--- src/rtl/pulse_gate_scheduler_pkg.sv ---
// rtl/pulse_gate_scheduler_pkg.sv - shared codes, gate lookup and FSM encodings for the gate scheduler
package pulse_gate_scheduler_pkg;

  localparam logic [7:0] TSEL_SYMBOL = 8'd5;
  localparam logic [7:0] TSEL_10MS   = 8'd6;
  localparam logic [7:0] TSEL_100MS  = 8'd7;
  localparam logic [7:0] TSEL_1S     = 8'd8;
  localparam logic [7:0] TSEL_10S    = 8'd9;

  localparam logic [7:0] DIV_1A = 8'd0;
  localparam logic [7:0] DIV_1B = 8'd1;
  localparam logic [7:0] DIV_2  = 8'd2;
  localparam logic [7:0] DIV_4  = 8'd3;
  localparam logic [7:0] DIV_8  = 8'd4;

  localparam logic [15:0] GATE_MS_10MS  = 16'd10;
  localparam logic [15:0] GATE_MS_100MS = 16'd100;
  localparam logic [15:0] GATE_MS_1S    = 16'd1000;
  localparam logic [15:0] GATE_MS_10S   = 16'd10000;

  localparam logic [2:0] ST_IDLE  = 3'd0;
  localparam logic [2:0] ST_CLEAR = 3'd1;
  localparam logic [2:0] ST_GATE  = 3'd2;
  localparam logic [2:0] ST_LATCH = 3'd3;
  localparam logic [2:0] ST_CALC  = 3'd4;
  localparam logic [2:0] ST_HOLD  = 3'd5;

  function automatic logic time_sel_valid(input logic [7:0] sel);
    return (sel > TSEL_SYMBOL) && (sel <= TSEL_10S);
  endfunction

  function automatic logic [15:0] gate_ms(input logic [7:0] sel);
    case (sel)
      TSEL_10MS:  return GATE_MS_10MS;
      TSEL_100MS: return GATE_MS_100MS;
      TSEL_1S:    return GATE_MS_1S;
      TSEL_10S:   return GATE_MS_10S;
      default:    return 16'd0;
    endcase
  endfunction

  function automatic logic [1:0] div_shift(input logic [7:0] code);
    case (code)
      DIV_1A, DIV_1B: return 2'd0;
      DIV_2:          return 2'd1;
      DIV_4:          return 2'd2;
      DIV_8:          return 2'd3;
      default:        return 2'd0;
    endcase
  endfunction

endpackage

--- src/rtl/pulse_gate_scheduler_gate_timer.sv ---
// rtl/pulse_gate_scheduler_gate_timer.sv - prescaler plus millisecond counter, flags the final gate cycle
module pulse_gate_scheduler_gate_timer #(
  parameter int TICKS_PER_MS = 50000
) (
  input  logic        clk,
  input  logic        rst_n,
  input  logic        clear_i,
  input  logic        run_i,
  input  logic [15:0] ms_target_i,
  output logic        done_o
);

  localparam int PW = (TICKS_PER_MS > 1) ? $clog2(TICKS_PER_MS) : 1;
  localparam logic [PW-1:0] PRESC_LAST = PW'(TICKS_PER_MS - 1);

  logic [PW-1:0] presc_q;
  logic [15:0]   ms_q;
  logic          presc_wrap;

  assign presc_wrap = (presc_q == PRESC_LAST);
  // done marks the last cycle of the window so the caller can leave GATE on the same edge
  assign done_o = run_i & presc_wrap & (ms_q == (ms_target_i - 16'd1));

  always_ff @(posedge clk or negedge rst_n) begin
    if (!rst_n) begin
      presc_q <= '0;
      ms_q    <= '0;
    end else if (clear_i) begin
      presc_q <= '0;
      ms_q    <= '0;
    end else if (run_i) begin
      if (presc_wrap) begin
        presc_q <= '0;
        ms_q    <= ms_q + 16'd1;
      end else begin
        presc_q <= presc_q + PW'(1);
      end
    end
  end

endmodule

--- src/rtl/pulse_gate_scheduler.sv ---
// rtl/pulse_gate_scheduler.sv - clear/gate/latch sequencer delivering scaled samples to the plotter
module pulse_gate_scheduler
  import pulse_gate_scheduler_pkg::*;
#(
  parameter int TICKS_PER_MS       = 50000,
  parameter int SAMPLES_PER_PERIOD = 40
) (
  input  logic        clk,
  input  logic        rst_n,
  input  logic        en,
  input  logic [7:0]  iTime_Sel,
  input  logic [7:0]  iGain_Div,
  input  logic [7:0]  iPeriods_Num,
  input  logic [31:0] iCount,
  output logic        oCnt_Clear,
  output logic        oCnt_Gate,
  output logic        oCnt_Latch,
  output logic [15:0] oSample,
  output logic        oSample_Valid,
  input  logic        iSample_Ready,
  output logic [7:0]  oSample_Index,
  output logic        oFrame_Done,
  output logic        oBusy
);

  logic [2:0]  state_q, state_d;
  logic [7:0]  time_q, time_d;
  logic [7:0]  div_q, div_d;
  logic [7:0]  len_q, len_d;
  logic [7:0]  index_q, index_d;
  logic [15:0] sample_q, sample_d;
  logic        clear_q, gate_q, latch_q, valid_q, busy_q;
  logic        sel_valid, timer_done, accept, last_sample;
  logic [7:0]  periods_clamped;
  logic [31:0] shifted;

  assign sel_valid       = time_sel_valid(iTime_Sel);
  assign accept          = en & valid_q & iSample_Ready;
  assign last_sample     = (index_q == (len_q - 8'd1));
  assign periods_clamped = (iPeriods_Num > 8'd4) ? 8'd4 : iPeriods_Num;
  assign shifted         = iCount >> div_shift(div_q);

  pulse_gate_scheduler_gate_timer #(
    .TICKS_PER_MS(TICKS_PER_MS)
  ) u_gate_timer (
    .clk        (clk),
    .rst_n      (rst_n),
    .clear_i    (state_q == ST_CLEAR),
    .run_i      (state_q == ST_GATE),
    .ms_target_i(gate_ms(time_q)),
    .done_o     (timer_done)
  );

  always_comb begin
    state_d  = state_q;
    time_d   = time_q;
    div_d    = div_q;
    len_d    = len_q;
    index_d  = index_q;
    sample_d = sample_q;
    case (state_q)
      ST_IDLE: begin
        if (sel_valid) state_d = ST_CLEAR;
      end
      ST_CLEAR: begin
        time_d = iTime_Sel;
        // frame length is only sampled at a frame boundary so a mid-frame menu edit waits
        if (index_q == 8'd0) len_d = 8'((32'(periods_clamped) + 32'd1) * SAMPLES_PER_PERIOD);
        state_d = sel_valid ? ST_GATE : ST_IDLE;
      end
      ST_GATE: begin
        if (iTime_Sel != time_q) state_d = sel_valid ? ST_CLEAR : ST_IDLE;
        else if (timer_done)     state_d = ST_LATCH;
      end
      ST_LATCH: begin
        div_d   = iGain_Div;
        state_d = ST_CALC;
      end
      ST_CALC: begin
        sample_d = (|shifted[31:16]) ? 16'hFFFF : shifted[15:0];
        state_d  = ST_HOLD;
      end
      ST_HOLD: begin
        if (accept) begin
          index_d = last_sample ? 8'd0 : (index_q + 8'd1);
          state_d = sel_valid ? ST_CLEAR : ST_IDLE;
        end
      end
      default: state_d = ST_IDLE;
    endcase
    if (!en) begin
      state_d  = ST_IDLE;
      index_d  = 8'd0;
      sample_d = 16'd0;
    end
  end

  // strobes decode the next state so every counter control comes straight off a flop
  always_ff @(posedge clk or negedge rst_n) begin
    if (!rst_n) begin
      state_q  <= ST_IDLE;
      time_q   <= 8'd0;
      div_q    <= 8'd0;
      len_q    <= 8'd0;
      index_q  <= 8'd0;
      sample_q <= 16'd0;
      clear_q  <= 1'b0;
      gate_q   <= 1'b0;
      latch_q  <= 1'b0;
      valid_q  <= 1'b0;
      busy_q   <= 1'b0;
    end else begin
      state_q  <= state_d;
      time_q   <= time_d;
      div_q    <= div_d;
      len_q    <= len_d;
      index_q  <= index_d;
      sample_q <= sample_d;
      clear_q  <= (state_d == ST_CLEAR);
      gate_q   <= (state_d == ST_GATE);
      latch_q  <= (state_d == ST_LATCH);
      valid_q  <= (state_d == ST_HOLD);
      busy_q   <= (state_d != ST_IDLE);
    end
  end

  assign oCnt_Clear    = clear_q;
  assign oCnt_Gate     = gate_q;
  assign oCnt_Latch    = latch_q;
  assign oSample       = sample_q;
  assign oSample_Valid = valid_q;
  assign oSample_Index = index_q;
  assign oFrame_Done   = accept & last_sample;
  assign oBusy         = busy_q;

endmodule
--- config.mk ---
export PLATFORM = sky130hd
export DESIGN_NAME = pulse_gate_scheduler
export DESIGN_NICKNAME = d
export VERILOG_FILES = /design/src/rtl/pulse_gate_scheduler_pkg.sv /design/src/rtl/pulse_gate_scheduler_gate_timer.sv /design/src/rtl/pulse_gate_scheduler.sv
export SDC_FILE = /design/constraint.sdc
export NUM_CORES = 1
export LEC_CHECK = 0
export ABC_AREA = 0
export BUFFER_PORTS_ARGS = -buffer_cell sky130_fd_sc_hd__clkbuf_2
export CORE_ASPECT_RATIO = 1.1
export CORE_MARGIN = 5
export CORE_UTILIZATION = 30
export DETAILED_ROUTE_END_ITERATION = 8
export PLACE_DENSITY_LB_ADDON = 0.12
export SYNTH_ARGS = -nofsm -noshare
export SYNTH_HDL_FRONTEND = slang
export SYNTH_HIERARCHICAL = 1
export SYNTH_SLANG_ARGS = --single-unit
--- constraint.sdc ---
create_clock -name clk -period 5.4 [get_ports clk]
set_input_delay 0 -clock clk [delete_from_list [all_inputs] [get_ports clk]]
set_output_delay 0 -clock clk [all_outputs]
set_load 0.01 [all_outputs]
==> flow_summary_export.csv <==
group,metric,value,unit
run_status,status,"finished, final reports clean",
clock_tree,cts_buffers,9,
clock_tree,path_clk_slew,70,ps
setup_path,path_cells,"or4_1 > nor4b_2 > and2_1 > or2_1 > or3_1 > or3_1 > a21oi_1 > a311o_1 > a22o_1 > nor4_2 > a311oi_1 > nor2b_1",
synthesis,post-synth-top-count-cell,"dfrtp_1",
clock_tree,tritoncts,"built",
sta,slew_headroom,30.0,%
setup_path,r2r-end,"oCnt_Gate$_DFF_PN0_",
placed_design,place_inst,879,
sta,rsz0062_at_grt,"no",
floorplan,io_pins,90,
synthesis,yosysWarningCount,6,
routing,drt_iter0_drc,184,
grt,top_usage_layer,"met2",
floorplan,core,17500,um^2
placed_design,gp_congestion,0.847,
synthesis,netlist_instances,552,
placed_design,port_buffers,89,
min_path,hold_depth,3,
synthesis,synthTopCellsByCount,"dfrtp_1 (85), nor2_1 (41), o21ai_0 (37)",
synthesis,synth_edf_count,0,
final_layout,diodes,0,
grt,gr-total-overflow,0,
setup_path,cpMostUsedCell,"or3_1",
synthesis,avgSynthCellArea,9.61,um^2
synthesis,synthFlopType,"dfrtp_1",
clock_tree,clock_insertion_delay_worst_skew,350,ps
clock_tree,cts_htree_levels,3,
clock_tree,cts_max_path_buffers,2,
sta,fin_skew,10.5,ps
synthesis,ys_types,65,
synthesis,synth_area_leaders,"dfrtp_1 (40%), mux2_2 (7.2%), xnor2_1 (5.0%), xor2_1 (4.5%), mux2i_1 (3.8%)",
setup_path,slowest_delay,850,ps
routing,via_per_inst,4.90,
setup_path,arrival,4480,ps
setup_path,worst-setup-path-type,"reg -> reg",
routing,first_pass_iters,4,
grt,grt_use_met1,16.8,%
clock_tree,clock-sinks,85,
sta,max_freq,0.235,GHz
power_and_ir_drop,powerDensity,229,nW/um^2
final_layout,multi_input_area,3060,um^2
grt,use_met2,22.5,%
power_and_ir_drop,p_total,1.50,mW
final_layout,drive_gt1_share,23.8,%
sta,post-route-period-util,78.8,%
floorplan,dieArea,20400,um^2
setup_path,crit_required,5620,ps
sta,setup_viol,0,
setup_path,r2r_slack,1140,ps
grt,grt_pass1_wl,21900,um
floorplan,die_h,149,um
grt,grt_max_degree,82,
setup_path,r2r_cells,12,
routing,avgRoutedWirePerCell,14.5,um
synthesis,synth-seq-cells,85,
clock_tree,post_cts_resized,0,
sta,final_hold_viol_count,0,
synthesis,synth_top_area_share,40.1,%
synthesis,ys_async_sr_fraction,100,%
final_layout,fillers,1806,
sta,final_max_slew_viol_count,0,
setup_path,cp_slowest_cell,"nor4b_2",
sta,period_needed,4260,ps
sta,worstMarginPinSlew,1050,ps
grt,antenna_found_initial,0,
placed_design,dp_hpwl,9910,um
run,max_cap_violations,0,
power_and_ir_drop,worst_ir_drop_vdd,0.134,mV
setup_path,crit_path_end_kind,"flip-flop",
grt,grt_use_total,13.2,%
setup_path,cp_max_fo,12,
synthesis,syn_area,5310,um^2
setup_path,r2r-start,"time_q[4]$_DFFE_PN0P_",
routing,vias,4483,
clock_tree,cts-root-buf,"clkbuf_16",
setup_path,critPathLaunchType,"flip-flop",
final_layout,fin_cells,914,
routing,drc_errors,0,
final_layout,final_area,6540,um^2
final_layout,regArea,2130,um^2
min_path,hold_start,"iCount[18]",
min_path,hold_path_end,"oSample[11]$_DFFE_PN0P_",
sta,setup_tns,0,ps
grt,grt_pass1_vias,4443,
floorplan,start_util,30.2,%
synthesis,synth_top_area_cell,"dfrtp_1",
routing,antenna_left,0,
synthesis,yosysSeqAreaShare,40.1,%
final_layout,fin_nets,741,
floorplan,fp.dieW,137,um
placed_design,place_area,6040,um^2
final_layout,area_growth,23.2,%
floorplan,rows,51,
power_and_ir_drop,leakagePower,3.07,nW
routing,drt-total-wl,13300,um
grt,met3_usage,2.12,%
min_path,hp-class,"in -> reg",
[power breakdown]
part           total (mW)  internal [mW]  switching (mW)
logic               0.183         0.0885          0.0947
clock network       0.647          0.365           0.282
registers           0.668          0.652          0.0165
total                1.50           1.11           0.393
[timing repair]
action / 4_1_cts / 5_1_grt
endpoints found under the hold margin: 21 / 0
hold buffers: 19 / 0
buffers inserted: 0 / 0
[placed cells by master (no fill, tap or decap), types with 18 or more instances in the layout]
master / n
clkbuf_2: 88
dfrtp_1: 85
nor2_1: 41
o21ai_0: 37
mux2_2: 34
nand2_1: 33
xnor2_1: 30
a21oi_1: 29
xor2_1: 27
mux2i_1: 20
dlygate4sd3_1: 19
inv_1: 18
[logic make-up (layout without fill, tap and decap cells)]
logic type               after synthesis  after routing  synth area share, %
other                                  1             14               0.0707
flip-flops                            85             85                 40.1
AO/OA/AOI/OAI                        106            106                 12.6
AND/OR/NAND/NOR                      202            202                 21.2
buffers and inverters                 37            148                 3.30
adder cells (fa/ha/maj)               10             10                 2.36
multiplexers                          54             54                 11.0
XOR/XNOR                              57             57                 9.41
[final cells by class]
class,instances,area share (%)
Sequential cell,85,32.5
Clock inverter,7,1.21
Inverter,18,1.03
Clock buffer,9,3.45
Timing Repair Buffer,114,10.5
Multi-Input combinational cell,443,46.8
Tap cell,238,4.56
[through the flow]
step                      worst slack (ps)  hold WS, ps  utilization [%]
after global routing                   752         94.6             37.2
after detailed placement              1130         -198             34.4
final                                 1140         88.6             37.2
after floorplan                       1610         -296                -
after CTS                             1120         75.3             37.2
after global placement                1230         -200             34.4
[state kept, by name (all words and copies together) (netlist names), 3 cells and up]
| signal | count |
|---|---|
| div_q | 8 |
| len_q | 5 |
| oSample | 16 |
| oSample_Index | 8 |
| state_q | 3 |
| time_q | 8 |
| u_gate_timer/ms_q | 16 |
| u_gate_timer/presc_q | 16 |
[worst max-delay path by stage]
stage / cells after the start / slack [ps] / startpoint / end
finish: 12 / 1140 / time_q[4]$_DFFE_PN0P_ / oCnt_Gate$_DFF_PN0_
global route: 12 / 750 / time_q[4]$_DFFE_PN0P_ / oCnt_Gate$_DFF_PN0_
CTS: 12 / 1120 / time_q[4]$_DFFE_PN0P_ / oCnt_Gate$_DFF_PN0_
detailed placement: 12 / 1130 / time_q[4]$_DFFE_PN0P_ / oCnt_Gate$_DFF_PN0_
global placement: 12 / 1230 / time_q[4]$_DFFE_PN0P_ / oCnt_Gate$_DFF_PN0_
floorplan: 13 / 1610 / time_q[4]$_DFFE_PN0P_ / oCnt_Gate$_DFF_PN0_
[layer usage]
metal  vias to the layer above  wire (um)  part of all wire, %
met5                         -          0                    0
met4                         0        272                  2.1
met3                        17        580                  4.4
met2                        90       6240                   47
met1                      2145       6180                   47
li1                       2231          -                    -
[critical path: cells and delay by family, from the launching register on]
kind	cells	cell delay [ps]
AOI/OAI and AO/OA	4	870
and+or+nand+nor	8	2900
DFF	1	390
(Power assumes the default switching activity.)
